## config.mk

```make
export PLATFORM = sky130hd
export DESIGN_NAME = intersection_phase_scheduler_flat
export DESIGN_NICKNAME = d
export VERILOG_FILES = /design/src/rtl/intersection_phase_scheduler_pkg.sv /design/src/rtl/intersection_phase_scheduler_if.sv /design/src/rtl/intersection_phase_scheduler_phase_timer.sv /design/src/rtl/intersection_phase_scheduler.sv /design/src/flat_wrapper.sv
export SDC_FILE = /design/constraint.sdc
export NUM_CORES = 1
export LEC_CHECK = 0
export CORE_UTILIZATION = 47
export DETAILED_ROUTE_END_ITERATION = 8
export HOLD_SLACK_MARGIN = 0.03
export PLACE_DENSITY = 0.77
export SLEW_MARGIN = 20
export SYNTH_ARGS = -nofsm -noshare
export SYNTH_HDL_FRONTEND = slang
export SYNTH_SLANG_ARGS = --single-unit
```

## constraint.sdc

```tcl
create_clock -name clk -period 2.6 [get_ports clk]
set_clock_uncertainty 0.2 [all_clocks]
set_input_delay 0.52 -clock clk [delete_from_list [all_inputs] [get_ports clk]]
set_output_delay 0.52 -clock clk [all_outputs]
set_load 0.02 [all_outputs]
```

## src/rtl/intersection_phase_scheduler_pkg.sv

```systemverilog
// -----------------------------------------------------------------------------
// intersection_phase_scheduler_pkg
// Shared types and helpers for the two-approach intersection scheduler:
//   - phase_t  : state encodings (also driven out on the phase port)
//   - lamps_t  : one bit per lamp driver
//   - dur_m1   : duration in seconds -> counter load value (duration - 1)
//   - dur_ok   : legality of a duration for a given counter width
//   - lamp_decode : state -> lamp pattern
// -----------------------------------------------------------------------------
package intersection_phase_scheduler_pkg;

   typedef enum logic [2:0] {
      ST_IDLE        = 3'd0,
      ST_MAIN_GREEN  = 3'd1,
      ST_MAIN_YELLOW = 3'd2,
      ST_ALL_RED_1   = 3'd3,
      ST_PED_WALK    = 3'd4,
      ST_SIDE_GREEN  = 3'd5,
      ST_SIDE_YELLOW = 3'd6,
      ST_ALL_RED_2   = 3'd7
   } phase_t;

   typedef struct packed {
      logic main_red;
      logic main_yellow;
      logic main_green;
      logic side_red;
      logic side_yellow;
      logic side_green;
      logic walk;
   } lamps_t;

   // Default timing set
   localparam int unsigned DEF_MAIN_GREEN_SEC = 15;
   localparam int unsigned DEF_SIDE_GREEN_SEC = 10;
   localparam int unsigned DEF_YELLOW_SEC     = 3;
   localparam int unsigned DEF_ALL_RED_SEC    = 1;
   localparam int unsigned DEF_WALK_SEC       = 8;
   localparam int unsigned DEF_COUNT_WIDTH    = 5;

   // The counter holds "seconds remaining minus one", so a phase of N
   // seconds loads N-1 and expires on the tick seen while at zero.
   function automatic int unsigned dur_m1(input int unsigned dur);
      return dur - 32'd1;
   endfunction

   // A duration of 2^width still fits because only dur-1 is stored.
   function automatic bit dur_ok(input int unsigned dur, input int unsigned width);
      return (dur >= 32'd1) && (dur <= (32'd1 << width));
   endfunction

   function automatic lamps_t lamp_decode(input phase_t st);
      lamps_t l;
      l.main_green  = (st == ST_MAIN_GREEN);
      l.main_yellow = (st == ST_MAIN_YELLOW);
      l.main_red    = !((st == ST_MAIN_GREEN) || (st == ST_MAIN_YELLOW));
      l.side_green  = (st == ST_SIDE_GREEN);
      l.side_yellow = (st == ST_SIDE_YELLOW);
      l.side_red    = !((st == ST_SIDE_GREEN) || (st == ST_SIDE_YELLOW));
      l.walk        = (st == ST_PED_WALK);
      return l;
   endfunction

endpackage

```

## src/rtl/intersection_phase_scheduler_if.sv

```systemverilog
// -----------------------------------------------------------------------------
// intersection_phase_scheduler_if
// Control inputs and lamp/status outputs of the intersection scheduler.
//   master : the controlling side (drives en/sec_tick/requests, reads status)
//   slave  : the scheduler itself
// Signals:
//   en, sec_tick, side_req, ped_req               -> scheduler
//   main_*/side_* lamps, walk, remain, phase,
//   side_pending, ped_pending                     <- scheduler
// -----------------------------------------------------------------------------
interface intersection_phase_scheduler_if #(
   parameter int pCount_width = 5
);
   logic                    en;
   logic                    sec_tick;
   logic                    side_req;
   logic                    ped_req;
   logic                    main_red;
   logic                    main_yellow;
   logic                    main_green;
   logic                    side_red;
   logic                    side_yellow;
   logic                    side_green;
   logic                    walk;
   logic [pCount_width-1:0] remain;
   logic [2:0]              phase;
   logic                    side_pending;
   logic                    ped_pending;

   modport master (
      output en, sec_tick, side_req, ped_req,
      input  main_red, main_yellow, main_green,
      input  side_red, side_yellow, side_green, walk,
      input  remain, phase, side_pending, ped_pending
   );

   modport slave (
      input  en, sec_tick, side_req, ped_req,
      output main_red, main_yellow, main_green,
      output side_red, side_yellow, side_green, walk,
      output remain, phase, side_pending, ped_pending
   );
endinterface

```

## src/rtl/intersection_phase_scheduler_phase_timer.sv

```systemverilog
// -----------------------------------------------------------------------------
// phase_timer
// Seconds down-counter for one phase.
// Ports:
//   clk, rstb   clock, asynchronous active-low reset (count -> 0)
//   load        load load_val this clk (wins over dec)
//   load_val    value to load (phase duration - 1)
//   dec         one-second advance (en & sec_tick)
//   count       current count
//   zero        count == 0
// -----------------------------------------------------------------------------
module phase_timer #(
   parameter int pCount_width = 5
) (
   input  logic                    clk,
   input  logic                    rstb,
   input  logic                    load,
   input  logic [pCount_width-1:0] load_val,
   input  logic                    dec,
   output logic [pCount_width-1:0] count,
   output logic                    zero
);
   logic [pCount_width-1:0] count_reg;

   always_ff @(posedge clk or negedge rstb) begin
      if (!rstb) begin
         count_reg <= '0;
      end else if (load) begin
         count_reg <= load_val;
      end else if (dec && (count_reg != '0)) begin
         // Saturates at zero: a held phase keeps showing 0
         count_reg <= count_reg - 1'b1;
      end
   end

   assign count = count_reg;
   assign zero  = (count_reg == '0);
endmodule

```

## src/rtl/intersection_phase_scheduler.sv

```systemverilog
// -----------------------------------------------------------------------------
// intersection_phase_scheduler
// Main/side/pedestrian phase sequencer for a two-road junction. Main street
// rests in green; side and pedestrian demand is latched and served in the
// order MAIN_YELLOW -> ALL_RED_1 -> [PED_WALK] -> [SIDE_GREEN -> SIDE_YELLOW
// -> ALL_RED_2] -> MAIN_GREEN.
// Ports:
//   clk    system clock
//   rstb   asynchronous active-low reset
//   bus    intersection_phase_scheduler_if.slave (en, sec_tick, requests in;
//          lamps, remain, phase, pending flags out)
// -----------------------------------------------------------------------------
module intersection_phase_scheduler
   import intersection_phase_scheduler_pkg::*;
#(
   parameter int pMainGreen_Sec = DEF_MAIN_GREEN_SEC,
   parameter int pSideGreen_Sec = DEF_SIDE_GREEN_SEC,
   parameter int pYellow_Sec    = DEF_YELLOW_SEC,
   parameter int pAllRed_Sec    = DEF_ALL_RED_SEC,
   parameter int pWalk_Sec      = DEF_WALK_SEC,
   parameter int pCount_width   = DEF_COUNT_WIDTH
) (
   input  logic                          clk,
   input  logic                          rstb,
   intersection_phase_scheduler_if.slave bus
);
   localparam int NUM_DUR = 5;
   localparam int unsigned DURS [NUM_DUR] = '{pMainGreen_Sec, pSideGreen_Sec,
                                              pYellow_Sec, pAllRed_Sec, pWalk_Sec};

   // Elaboration-time guard on every duration
   for (genvar gi = 0; gi < NUM_DUR; gi++) begin : g_dur_check
      if (!dur_ok(DURS[gi], pCount_width)) begin : g_bad
         $error("duration index %0d out of range for counter width", gi);
      end
   end

   localparam logic [pCount_width-1:0] MAIN_GREEN_LD = pCount_width'(dur_m1(pMainGreen_Sec));
   localparam logic [pCount_width-1:0] SIDE_GREEN_LD = pCount_width'(dur_m1(pSideGreen_Sec));
   localparam logic [pCount_width-1:0] YELLOW_LD     = pCount_width'(dur_m1(pYellow_Sec));
   localparam logic [pCount_width-1:0] ALL_RED_LD    = pCount_width'(dur_m1(pAllRed_Sec));
   localparam logic [pCount_width-1:0] WALK_LD       = pCount_width'(dur_m1(pWalk_Sec));

   phase_t                  state_reg;
   phase_t                  state_next;
   lamps_t                  lamps_reg;
   logic                    side_pending_reg;
   logic                    ped_pending_reg;
   logic                    tick_en;
   logic                    expire;
   logic                    timer_load;
   logic [pCount_width-1:0] timer_load_val;
   logic [pCount_width-1:0] timer_count;
   logic                    timer_zero;

   assign tick_en = bus.en & bus.sec_tick;
   assign expire  = tick_en & timer_zero;

   // Next-state decode
   always_comb begin
      state_next = state_reg;
      case (state_reg)
         ST_IDLE:        if (bus.en) state_next = ST_MAIN_GREEN;
         // Main green holds at zero until demand appears; the next expire
         // after that leaves.
         ST_MAIN_GREEN:  if (expire && (side_pending_reg || ped_pending_reg))
                            state_next = ST_MAIN_YELLOW;
         ST_MAIN_YELLOW: if (expire) state_next = ST_ALL_RED_1;
         ST_ALL_RED_1:   if (expire) state_next = ped_pending_reg ? ST_PED_WALK : ST_SIDE_GREEN;
         ST_PED_WALK:    if (expire) state_next = side_pending_reg ? ST_SIDE_GREEN : ST_MAIN_GREEN;
         ST_SIDE_GREEN:  if (expire) state_next = ST_SIDE_YELLOW;
         ST_SIDE_YELLOW: if (expire) state_next = ST_ALL_RED_2;
         ST_ALL_RED_2:   if (expire) state_next = ST_MAIN_GREEN;
         default:        state_next = ST_IDLE;
      endcase
   end

   // Every state change reloads the timer with the new phase's duration - 1
   always_comb begin
      timer_load     = (state_next != state_reg);
      timer_load_val = '0;
      case (state_next)
         ST_MAIN_GREEN:  timer_load_val = MAIN_GREEN_LD;
         ST_MAIN_YELLOW: timer_load_val = YELLOW_LD;
         ST_ALL_RED_1:   timer_load_val = ALL_RED_LD;
         ST_PED_WALK:    timer_load_val = WALK_LD;
         ST_SIDE_GREEN:  timer_load_val = SIDE_GREEN_LD;
         ST_SIDE_YELLOW: timer_load_val = YELLOW_LD;
         ST_ALL_RED_2:   timer_load_val = ALL_RED_LD;
         default:        timer_load_val = '0;
      endcase
   end

   phase_timer #(
      .pCount_width (pCount_width)
   ) u_phase_timer (
      .clk      (clk),
      .rstb     (rstb),
      .load     (timer_load),
      .load_val (timer_load_val),
      .dec      (tick_en),
      .count    (timer_count),
      .zero     (timer_zero)
   );

   // State, lamp registers and demand latches. Lamps are registered from
   // state_next so they always match state_reg with no input-to-output path.
   // Demand latches run regardless of en; clear on phase entry beats set.
   always_ff @(posedge clk or negedge rstb) begin
      if (!rstb) begin
         state_reg        <= ST_IDLE;
         lamps_reg        <= lamp_decode(ST_IDLE);
         side_pending_reg <= 1'b0;
         ped_pending_reg  <= 1'b0;
      end else begin
         state_reg <= state_next;
         lamps_reg <= lamp_decode(state_next);

         if ((state_next == ST_SIDE_GREEN) && (state_reg != ST_SIDE_GREEN))
            side_pending_reg <= 1'b0;
         else if (bus.side_req && (state_reg != ST_SIDE_GREEN))
            side_pending_reg <= 1'b1;

         if ((state_next == ST_PED_WALK) && (state_reg != ST_PED_WALK))
            ped_pending_reg <= 1'b0;
         else if (bus.ped_req && (state_reg != ST_PED_WALK))
            ped_pending_reg <= 1'b1;
      end
   end

   assign bus.main_red     = lamps_reg.main_red;
   assign bus.main_yellow  = lamps_reg.main_yellow;
   assign bus.main_green   = lamps_reg.main_green;
   assign bus.side_red     = lamps_reg.side_red;
   assign bus.side_yellow  = lamps_reg.side_yellow;
   assign bus.side_green   = lamps_reg.side_green;
   assign bus.walk         = lamps_reg.walk;
   assign bus.remain       = timer_count;
   assign bus.phase        = state_reg;
   assign bus.side_pending = side_pending_reg;
   assign bus.ped_pending  = ped_pending_reg;
endmodule

```

## src/flat_wrapper.sv

```systemverilog
// flat-port wrapper written by rule: the top's interface ports become plain ports
module intersection_phase_scheduler_flat import intersection_phase_scheduler_pkg::*;
#(
   parameter int pMainGreen_Sec = DEF_MAIN_GREEN_SEC,
   parameter int pSideGreen_Sec = DEF_SIDE_GREEN_SEC,
   parameter int pYellow_Sec    = DEF_YELLOW_SEC,
   parameter int pAllRed_Sec    = DEF_ALL_RED_SEC,
   parameter int pWalk_Sec      = DEF_WALK_SEC,
   parameter int pCount_width   = DEF_COUNT_WIDTH
)
  (clk, rstb, bus_en, bus_sec_tick, bus_side_req, bus_ped_req, bus_main_red, bus_main_yellow, bus_main_green, bus_side_red, bus_side_yellow, bus_side_green, bus_walk, bus_remain, bus_phase, bus_side_pending, bus_ped_pending);
  intersection_phase_scheduler_if #(.pCount_width(pCount_width)) bus_i ();
  input  logic clk;
  input  logic rstb;
  input wire logic [$bits(bus_i.en)-1:0] bus_en;
  input wire logic [$bits(bus_i.sec_tick)-1:0] bus_sec_tick;
  input wire logic [$bits(bus_i.side_req)-1:0] bus_side_req;
  input wire logic [$bits(bus_i.ped_req)-1:0] bus_ped_req;
  output wire logic [$bits(bus_i.main_red)-1:0] bus_main_red;
  output wire logic [$bits(bus_i.main_yellow)-1:0] bus_main_yellow;
  output wire logic [$bits(bus_i.main_green)-1:0] bus_main_green;
  output wire logic [$bits(bus_i.side_red)-1:0] bus_side_red;
  output wire logic [$bits(bus_i.side_yellow)-1:0] bus_side_yellow;
  output wire logic [$bits(bus_i.side_green)-1:0] bus_side_green;
  output wire logic [$bits(bus_i.walk)-1:0] bus_walk;
  output wire logic [$bits(bus_i.remain)-1:0] bus_remain;
  output wire logic [$bits(bus_i.phase)-1:0] bus_phase;
  output wire logic [$bits(bus_i.side_pending)-1:0] bus_side_pending;
  output wire logic [$bits(bus_i.ped_pending)-1:0] bus_ped_pending;
  assign bus_i.en = bus_en;
  assign bus_i.sec_tick = bus_sec_tick;
  assign bus_i.side_req = bus_side_req;
  assign bus_i.ped_req = bus_ped_req;
  assign bus_main_red = bus_i.main_red;
  assign bus_main_yellow = bus_i.main_yellow;
  assign bus_main_green = bus_i.main_green;
  assign bus_side_red = bus_i.side_red;
  assign bus_side_yellow = bus_i.side_yellow;
  assign bus_side_green = bus_i.side_green;
  assign bus_walk = bus_i.walk;
  assign bus_remain = bus_i.remain;
  assign bus_phase = bus_i.phase;
  assign bus_side_pending = bus_i.side_pending;
  assign bus_ped_pending = bus_i.ped_pending;
  intersection_phase_scheduler #(.pMainGreen_Sec(pMainGreen_Sec), .pSideGreen_Sec(pSideGreen_Sec), .pYellow_Sec(pYellow_Sec), .pAllRed_Sec(pAllRed_Sec), .pWalk_Sec(pWalk_Sec), .pCount_width(pCount_width)) u_core (.clk(clk), .rstb(rstb), .bus(bus_i));
endmodule
```

Word level (Yosys, flattened, before mapping):

Index checks and enable logic that the tools add are counted.

* bits in writable memories: 0
* output and inout bits: 17
* ROM bits: 0
* input port bits: 6
* bits in registers: 17
* logic and storage cells: 65
* bits in latches: 0
* memories kept: 0

* bitwise logic cells: 2
* magnitude comparators: 0
* add/sub/neg operators: 1
* divide/modulo/power cells: 0
* equality and inequality tests: 15
* multiplexer cells: 18
* multiply operators: 0
* shift-type cells: 0
* reduce and logical (&&, ||, !) cells: 18

Operator list (number)
* $mux W3: 9
* $pmux W3 S8: 1
* $eq A3 B3 Y1 const B: 7
* $pmux W4 S4: 1
* $mux W5: 2
* $eq A3 B2 Y1 const B: 3
* $eq A3 B1 Y1 const B: 2
* $logic_and A1 B1 Y1: 6
* $ne A3 B3 Y1 const B: 2
* $reduce_bool A2 Y1: 3
* $logic_not A5 Y1: 1
* $mux W1: 5
* $reduce_bool A5 Y1: 1
* $sub A5 B1 Y5 const B: 1
* $logic_not A3 Y1: 1
* $logic_or A1 B1 Y1: 3
* $ne A3 B3 Y1: 1
* $and A1 B1 Y1: 2
* $logic_not A1 Y1: 2
* $reduce_or A2 Y1: 1

Logic depth before layout (Yosys ltp):

Gate-level depths: netlist of the first run.

* depth after elaboration: 9
* gate-level depth with buffers: 8
* depth with buffers taken out: 7

By module:

From an unflattened synthesis of the first run, not the netlist that was laid out.

* cells, all modules: 91
* area, all modules: 893.4 um^2

By module, submodules not included
* intersection_phase_scheduler: instances 1, area each 589.3 um^2, seq. area each 302.8 um^2, cells each 59
* phase_timer: instances 1, area each 304.0 um^2, seq. area each 125.1 um^2, cells each 32

Least setup slack after synthesis of the first run:

No wires, ideal clock.

* path type: flip-flop to flip-flop
* start point: reg u_core.u_phase_timer.count_reg[0], in the netlist u_core.u_phase_timer.count[0]
* end point: reg u_core.lamps_reg, in the netlist u_core.bus.main_red
* arrival: 2.163 ns
* cell stages (with the launch flop): 9
* slack: 0.151 ns
* path buffers: 1
* setup time: 0.086 ns
* clock period less this slack: 2.449 ns
* data required time: 2.314 ns
* cells stage by stage: dfrtp_1 inv_1 ha_1 or4b_1 buf_6 nor3_4 mux2i_1 xnor2_1 nand2_1

* cells in the longest elaborated chain, start to end: 8
* elaborated cells between the ends (all ways): 15
* those cells by class: 2 x eq/ne; 8 x mux; 1 x bitwise; 4 x reduce/logical

RTL lines
* start: declaration: RTL line intersection_phase_scheduler_phase_timer.sv:23 `logic [pCount_width-1:0] count_reg;`
* start signal: assignment: RTL line intersection_phase_scheduler_phase_timer.sv:29 `count_reg <= load_val;`
* start signal: assignment: RTL line intersection_phase_scheduler_phase_timer.sv:32 `count_reg <= count_reg - 1'b1;`
* $logic_not A5 Y1 *: RTL line intersection_phase_scheduler_phase_timer.sv:37 `assign zero = (count_reg == '0);`
* $and A1 B1 Y1 *: RTL line intersection_phase_scheduler.sv:57 `assign expire = tick_en & timer_zero;`
* $logic_and A1 B1 Y1: RTL line intersection_phase_scheduler.sv:66 `ST_MAIN_GREEN: if (expire && (side_pending_reg || ped_pending_reg))`
* $mux W3: RTL line intersection_phase_scheduler.sv:66
* $pmux W3 S8 *: RTL line intersection_phase_scheduler.sv:62 `case (state_reg)`
* $eq A3 B1 Y1 or $eq A3 B2 Y1 (tied branches): RTL line intersection_phase_scheduler_pkg.sv:56 `l.main_red = !((st == ST_MAIN_GREEN) || (st == ST_MAIN_YELLOW));`
* $logic_or A1 B1 Y1 *: RTL line intersection_phase_scheduler_pkg.sv:56
* $logic_not A1 Y1 *: RTL line intersection_phase_scheduler_pkg.sv:56
* end signal: assignment: RTL line intersection_phase_scheduler.sv:112 `lamps_reg <= lamp_decode(ST_IDLE);`
* end signal: assignment: RTL line intersection_phase_scheduler.sv:117 `lamps_reg <= lamp_decode(state_next);`
* end: declaration: RTL line intersection_phase_scheduler.sv:46 `lamps_t lamps_reg;`

Mark *: on every way between the ends. The rest lies on a longest branch, timed or not.
A chain may end at the register's enable or synchronous reset.

Worst setup path in the final report of the first run:

* start point: reg u_core.u_phase_timer.count_reg[1], in the netlist u_core.u_phase_timer.count[1]
* end point: reg u_core.u_phase_timer.count_reg[2], in the netlist u_core.u_phase_timer.count[2]

* cells in the longest elaborated chain, start to end: 9
* elaborated cells between the ends (all ways): 25
* those cells by class: 1 x add/sub; 6 x eq/ne; 11 x mux; 1 x bitwise; 6 x reduce/logical

RTL lines
* $logic_not A5 Y1: RTL line intersection_phase_scheduler_phase_timer.sv:37
* $and A1 B1 Y1: RTL line intersection_phase_scheduler.sv:57
* $logic_and A1 B1 Y1: RTL line intersection_phase_scheduler.sv:66
* $mux W3: RTL line intersection_phase_scheduler.sv:66
* $pmux W3 S8: RTL line intersection_phase_scheduler.sv:62
* $eq A3 B3 Y1 or $eq A3 B2 Y1 (tied branches): RTL line intersection_phase_scheduler.sv:82 `case (state_next)`
* $reduce_or A2 Y1 (no source line)
* $pmux W4 S4: RTL line intersection_phase_scheduler.sv:82
* $mux W5: RTL line intersection_phase_scheduler_phase_timer.sv:28 `end else if (load) begin`

Parallel ways exist; a longest one is shown, timed or not. The select of a mux whose other input is x is not followed.

==> flow_metrics.tcl, run 1 <==
set metrics [dict create \
    grt_max_degree 18 \
    vias_per_cell 5.65 \
    rows 15 \
    final_cell_mix "22 x clkdlybuf4s50_1, 15 x dfrtp_1, 9 x nand2_1" \
    syn_nets 100 \
    nNetsFinal 132 \
    critPathCaptureType "flip-flop" \
    critPathMaxStageDelay_ns 0.53 \
    ctsHoldBuffers 0 \
    p_leak_nw 0.521 \
    ys_warn_count 0 \
    worst_slew_pin_slew_ns 0.760 \
    ir_drop_mv 0.527 \
    wl_mm 2.22 \
    io_pins 23 \
    synthArstFlopShare 1.00 \
    synth_cell_type_count 41 \
    antenna_left 0 \
    initial_core_util 0.515 \
    rsz0062_at_grt "false" \
    antenna_found_initial 0 \
    synth_edf_count 0 \
    dr_total_vias 836 \
    max_freq_mhz 417 \
    critPathBufInv 1 \
    clk_pin_slew_ns 0.11 \
    crit_chain "inv_1, ha_1, or4b_4, a211o_1, a2bb2oi_1, nor2_1, o31a_1" \
    avgSynthCellArea_um2 9.98 \
    htreeDepth 1 \
    dieWidth_um 46.2 \
    grt_overflow 0 \
    cts_made_buffers 3 \
    dp.cells 144 \
    fillers 139 \
    clock_latency_ns 0.30 \
    setup_tns_ns 0 \
    drv_slew 0 \
    syn_to_final_growth_pct 35.1 \
    total_power_mw 1.03 \
    post_cts_buffers 0 \
    grt_pass1_wl_mm 3.52 \
    cts_tree "yes" \
    wl_per_cell_um 15.0 \
    rrSetupSlack_ns 0.20 \
    required_ns 2.60 \
    first_pass_iters 4 \
    min_period_ns 2.40 \
    yosys_most_used_dff "dfrtp_1" \
    yosysSeqAreaShare 0.466 \
    diodes 0 \
    final_cell_area_um2 1240 \
    die_h_um 46.2 \
    die_area_um2 2130 \
    hold_slack_ns 0.423 \
    finalHoldViolations 0 \
    fin_crit_sh 0.923 \
    netlist_area_um2 918 \
    gp_congestion 0.926 \
    cp.arrival_ns 2.40 \
    clock-sinks 17 \
    cp-start-kind "flip-flop" \
    critPathKind "flip-flop to flip-flop" \
    dpl-instance-area_um2 1210 \
    hp-class "flip-flop to flip-flop" \
    final_common_cell "clkdlybuf4s50_1" \
    syn_inst 92 \
    drc 0 \
    cpMaxStageDelayCell "or4b_4" \
    p_per_area_nw_per_um2 832 \
    hpwl_mm 1.68 \
    cts_buffer_depth 2 \
    portBuffers 22 \
    fin_cells 148 \
    largest_reg_flops 5 \
    setup_viol_count_final 0 \
    relSlewSlack 0.492 \
    drive_gt1_frac 0.203 \
    grt_usage 0.240 \
    cts_root_buf "clkbuf_4" \
    coreArea_um2 1780 \
    first_iter_violations 11 \
    cp_top_family "compound AO/OA/AOI/OAI gates" \
    worstPathMaxFanout 7 \
    outcome "finished clean" \
    max_cap_viol_count 0 \
    ys_ff_latch 17 \
    grt_pass1_vias 782 \
]
## worst register-to-register path, delay by kind of cell, from the launching register on
kind                     cells  cell delay, ns
AND/OR/NAND/NOR              2            0.62
buffers and inverters        1            0.09
flip-flops                   1            0.43
AO/OA/AOI/OAI                3            0.82
adder cells (fa/ha/maj)      1            0.15
## cell usage after synthesis (2+ instances only)
cell / n / area share
nor2_1: 8 / 0.033
nand2_1: 9 / 0.037
xor2_1: 3 / 0.029
xnor2_1: 2 / 0.019
a21oi_2: 2 / 0.019
a21oi_1: 5 / 0.027
nand3_1: 3 / 0.016
o31a_1: 3 / 0.029
dfrtp_1: 15 / 0.41
ha_1: 2 / 0.027
inv_1: 5 / 0.020
dfstp_2: 2 / 0.057
nor3_1: 5 / 0.027
## cell families after synthesis
logic type | after synthesis | synth area share
compound gates | 23 | 0.198
buf+inv | 9 | 0.0463
fa+ha+maj | 2 | 0.0272
mux | 1 | 0.0109
simple gates | 35 | 0.204
xor+xnor | 5 | 0.0477
flops | 17 | 0.466
## metrics by stage
step                setup slack, ns  utilization
finish                        0.199        0.696
global route                 0.0952        0.696
CTS                          0.0458        0.694
detailed placement           0.0663        0.679
global placement              0.114        0.679
floorplan                     0.151            -
## worst paths after layout
| check | from | end | cells after the start |
|---|---|---|---|
| max in group asynchronous | rstb | u_core.bus.walk | 1 |
| min reg2reg | u_core.u_phase_timer.count[4] | u_core.u_phase_timer.count[4] | 2 |
| max | u_core.u_phase_timer.count[1] | u_core.u_phase_timer.count[2] | 7 |
| max reg2reg | u_core.u_phase_timer.count[1] | u_core.u_phase_timer.count[2] | 7 |
| min in group asynchronous | rstb | u_core.bus.main_green | 1 |
| min | u_core.u_phase_timer.count[4] | u_core.u_phase_timer.count[4] | 2 |
## area by class of cell
| cell class | instances | area [µm²] | share of cell area |
|---|---|---|---|
| Sequential cell | 17 | 428 | 0.345 |
| Clock inverter | 1 | 5.00 | 0.00403 |
| Clock buffer | 3 | 22.5 | 0.0181 |
| Inverter | 6 | 22.5 | 0.0181 |
| Multi-Input combinational cell | 66 | 452 | 0.364 |
| Tap cell | 25 | 31.3 | 0.0252 |
| Timing Repair Buffer | 30 | 280 | 0.226 |
## where the power goes
group / leakage (nW) / internal (mW) / switching, mW
Clock: 0.0177 / 0.0575 / 0.0913
Sequential: 0.198 / 0.329 / 0.0658
Combinational: 0.305 / 0.241 / 0.248
Total: 0.521 / 0.628 / 0.405
## repair_timing
item / 4_1_cts / 5_1_grt
endpoints found under the hold margin: 0 / 0
gates resized for setup: 0 / 1
endpoints found under the setup margin: 0 / 3
## per-layer routing
metal | track usage | part of all wire | vias to the layer above | wire, µm
met1 | 0.292 | 0.44 | 410 | 983
li1 | - | - | 398 | -
met4 | 0.0882 | 0.014 | 0 | 31
met5 | 0 | 0 | - | 0
met2 | 0.423 | 0.51 | 23 | 1130
met3 | 0.0353 | 0.034 | 5 | 76
No activity file was read; power rests on OpenSTA's default activity.
==> run 2, diff against run 1 <==
CORE_UTILIZATION = 60   (was 47)
DONT_BUFFER_PORTS = 1   (was default)
PLACE_DENSITY = 0.76   (was 0.77)
==> run 2 against run 1 <==
Clock-buffer cell count is the same; critical path depth is the same; fmax shrank 3.6%; core utilization grew 6.0 points; total power shrank 9.2%; combinational power shrank 15%; hold slack lost 0.21 ns; largest cell class unchanged.
==> flow_metrics.tcl, run 2 (same netlist as run 1, synthesis figures left out) <==
set metrics [dict create \
    outcome "finished clean" \
    die_h_um 41.1 \
    max_cap_viol_count 0 \
    grt_pass1_wl_mm 2.95 \
    gp_congestion 0.818 \
    antenna_left 0 \
    setup_viol_count_final 0 \
    clk_pin_slew_ns 0.10 \
    total_power_mw 0.937 \
    ir_drop_mv 0.553 \
    antenna_found_initial 0 \
    grt_pass1_vias 683 \
    first_pass_iters 4 \
    p_leak_nw 0.452 \
    grt_overflow 0 \
    syn_to_final_growth_pct 12.5 \
    clock_latency_ns 0.28 \
    hpwl_mm 1.46 \
    cts_buffer_depth 2 \
    wl_mm 2.03 \
    cp.arrival_ns 2.47 \
    worstPathMaxFanout 7 \
    setup_ws_ns 0.110 \
    dp.cells 114 \
    post_cts_buffers 0 \
    nNetsFinal 113 \
    final_cell_mix "15 x dfrtp_1, 10 x buf_4, 9 x nand2_1" \
    fillers 94 \
    hold_slack_ns 0.214 \
    initial_core_util 0.672 \
    diodes 0 \
    cts_tree "yes" \
    portBuffers 0 \
    fin_crit_sh 0.958 \
    p_per_area_nw_per_um2 907 \
    worst_slew_pin_slew_ns 0.739 \
    required_ns 2.58 \
    vias_per_cell 6.63 \
    post-route-util 0.756 \
    rows 13 \
    max_freq_mhz 402 \
    critPathKind "flip-flop to flip-flop" \
    htreeDepth 1 \
    grt_usage 0.277 \
    drive_gt1_frac 0.260 \
    largest_reg_flops 5 \
    dr_total_vias 789 \
    final_common_cell "dfrtp_1" \
    regArea_um2 428 \
    pre_cts_slack_ns 0.0388 \
    dpl-instance-area_um2 992 \
    critPathCaptureType "flip-flop" \
    relSlewSlack 0.506 \
    cp-start-kind "flip-flop" \
    dieWidth_um 41.1 \
    die_area_um2 1690 \
    wl_per_cell_um 17.1 \
    min_period_ns 2.49 \
    setup_tns_ns 0 \
    first_iter_violations 22 \
    final_cell_area_um2 1030 \
    drc 0 \
    finalHoldViolations 0 \
    io_pins 23 \
    grt_max_degree 18 \
    rsz0062_at_grt "false" \
    drv_slew 0 \
    fin_cells 119 \
    cts_made_buffers 3 \
    clock-sinks 17 \
    multi_input_area_um2 452 \
    hp-class "input pin to flip-flop" \
    coreArea_um2 1370 \
    cts_root_buf "clkbuf_4" \
]
==> run 2: cell types whose count changed in the layout (fill, tap and decap cells not counted), sizes merged <==
cell / before / now
buf: 8 / 10
dlygate4sd3: 0 / 1
clkdlybuf4s50: 22 / 0
==> run 2: report_power, final <==
part	switching (mW)	internal, mW
combinational	0.253	0.165
sequential	0.0545	0.329
clock	0.0782	0.0571
total	0.386	0.552
==> run 2: path summary, 6_finish.rpt <==
kind | from | endpoint | slack (ns) | cells past startpoint
setup / recovery | u_core.u_phase_timer.count[0] | u_core.u_phase_timer.count[2] | 0.11 | 7
hold / removal | bus_side_req | u_core.bus.side_pending | 0.21 | 2
setup reg to reg | u_core.u_phase_timer.count[0] | u_core.u_phase_timer.count[2] | 0.11 | 7
hold reg to reg | u_core.u_phase_timer.count[4] | u_core.u_phase_timer.count[4] | 0.53 | 3
max in group asynchronous | rstb | u_core.bus.phase[0] | 1.20 | 1
min in group asynchronous | rstb | u_core.u_phase_timer.count[0] | 0.53 | 1
==> run 2: worst max-delay path, cell delays in order (launching register included) <==
cell,delay (ns)
dfrtp_1,0.40
inv_1,0.11
ha_1,0.18
or4b_4,0.53
a211o_1,0.29
a2bb2oi_1,0.26
nor2_1,0.10
o31a_1,0.31
==> run 2: repair_timing <==
item	in CTS	in global routing
endpoints found under the setup margin	0	5
resized for setup	0	1
hold buffers	1	0
endpoints found under the hold margin	17	0
==> run 2: cell type report <==
type | count | area share
flip-flops and latches | 17 | 0.414
repair buffers | 11 | 0.0823
clock buffers | 3 | 0.0218
inverters | 6 | 0.0218
clock inverters | 1 | 0.00484
multi-input cells | 66 | 0.437
well taps | 15 | 0.0182
==> run 2: per-layer routing <==
layer	wire, µm	part of all wire	GRT usage	vias to the layer above
met5	0	0	0	-
met4	31	0.015	0.113	0
met3	113	0.056	0.0326	6
met2	1040	0.51	0.473	34
met1	848	0.42	0.355	392
li1	-	-	-	357
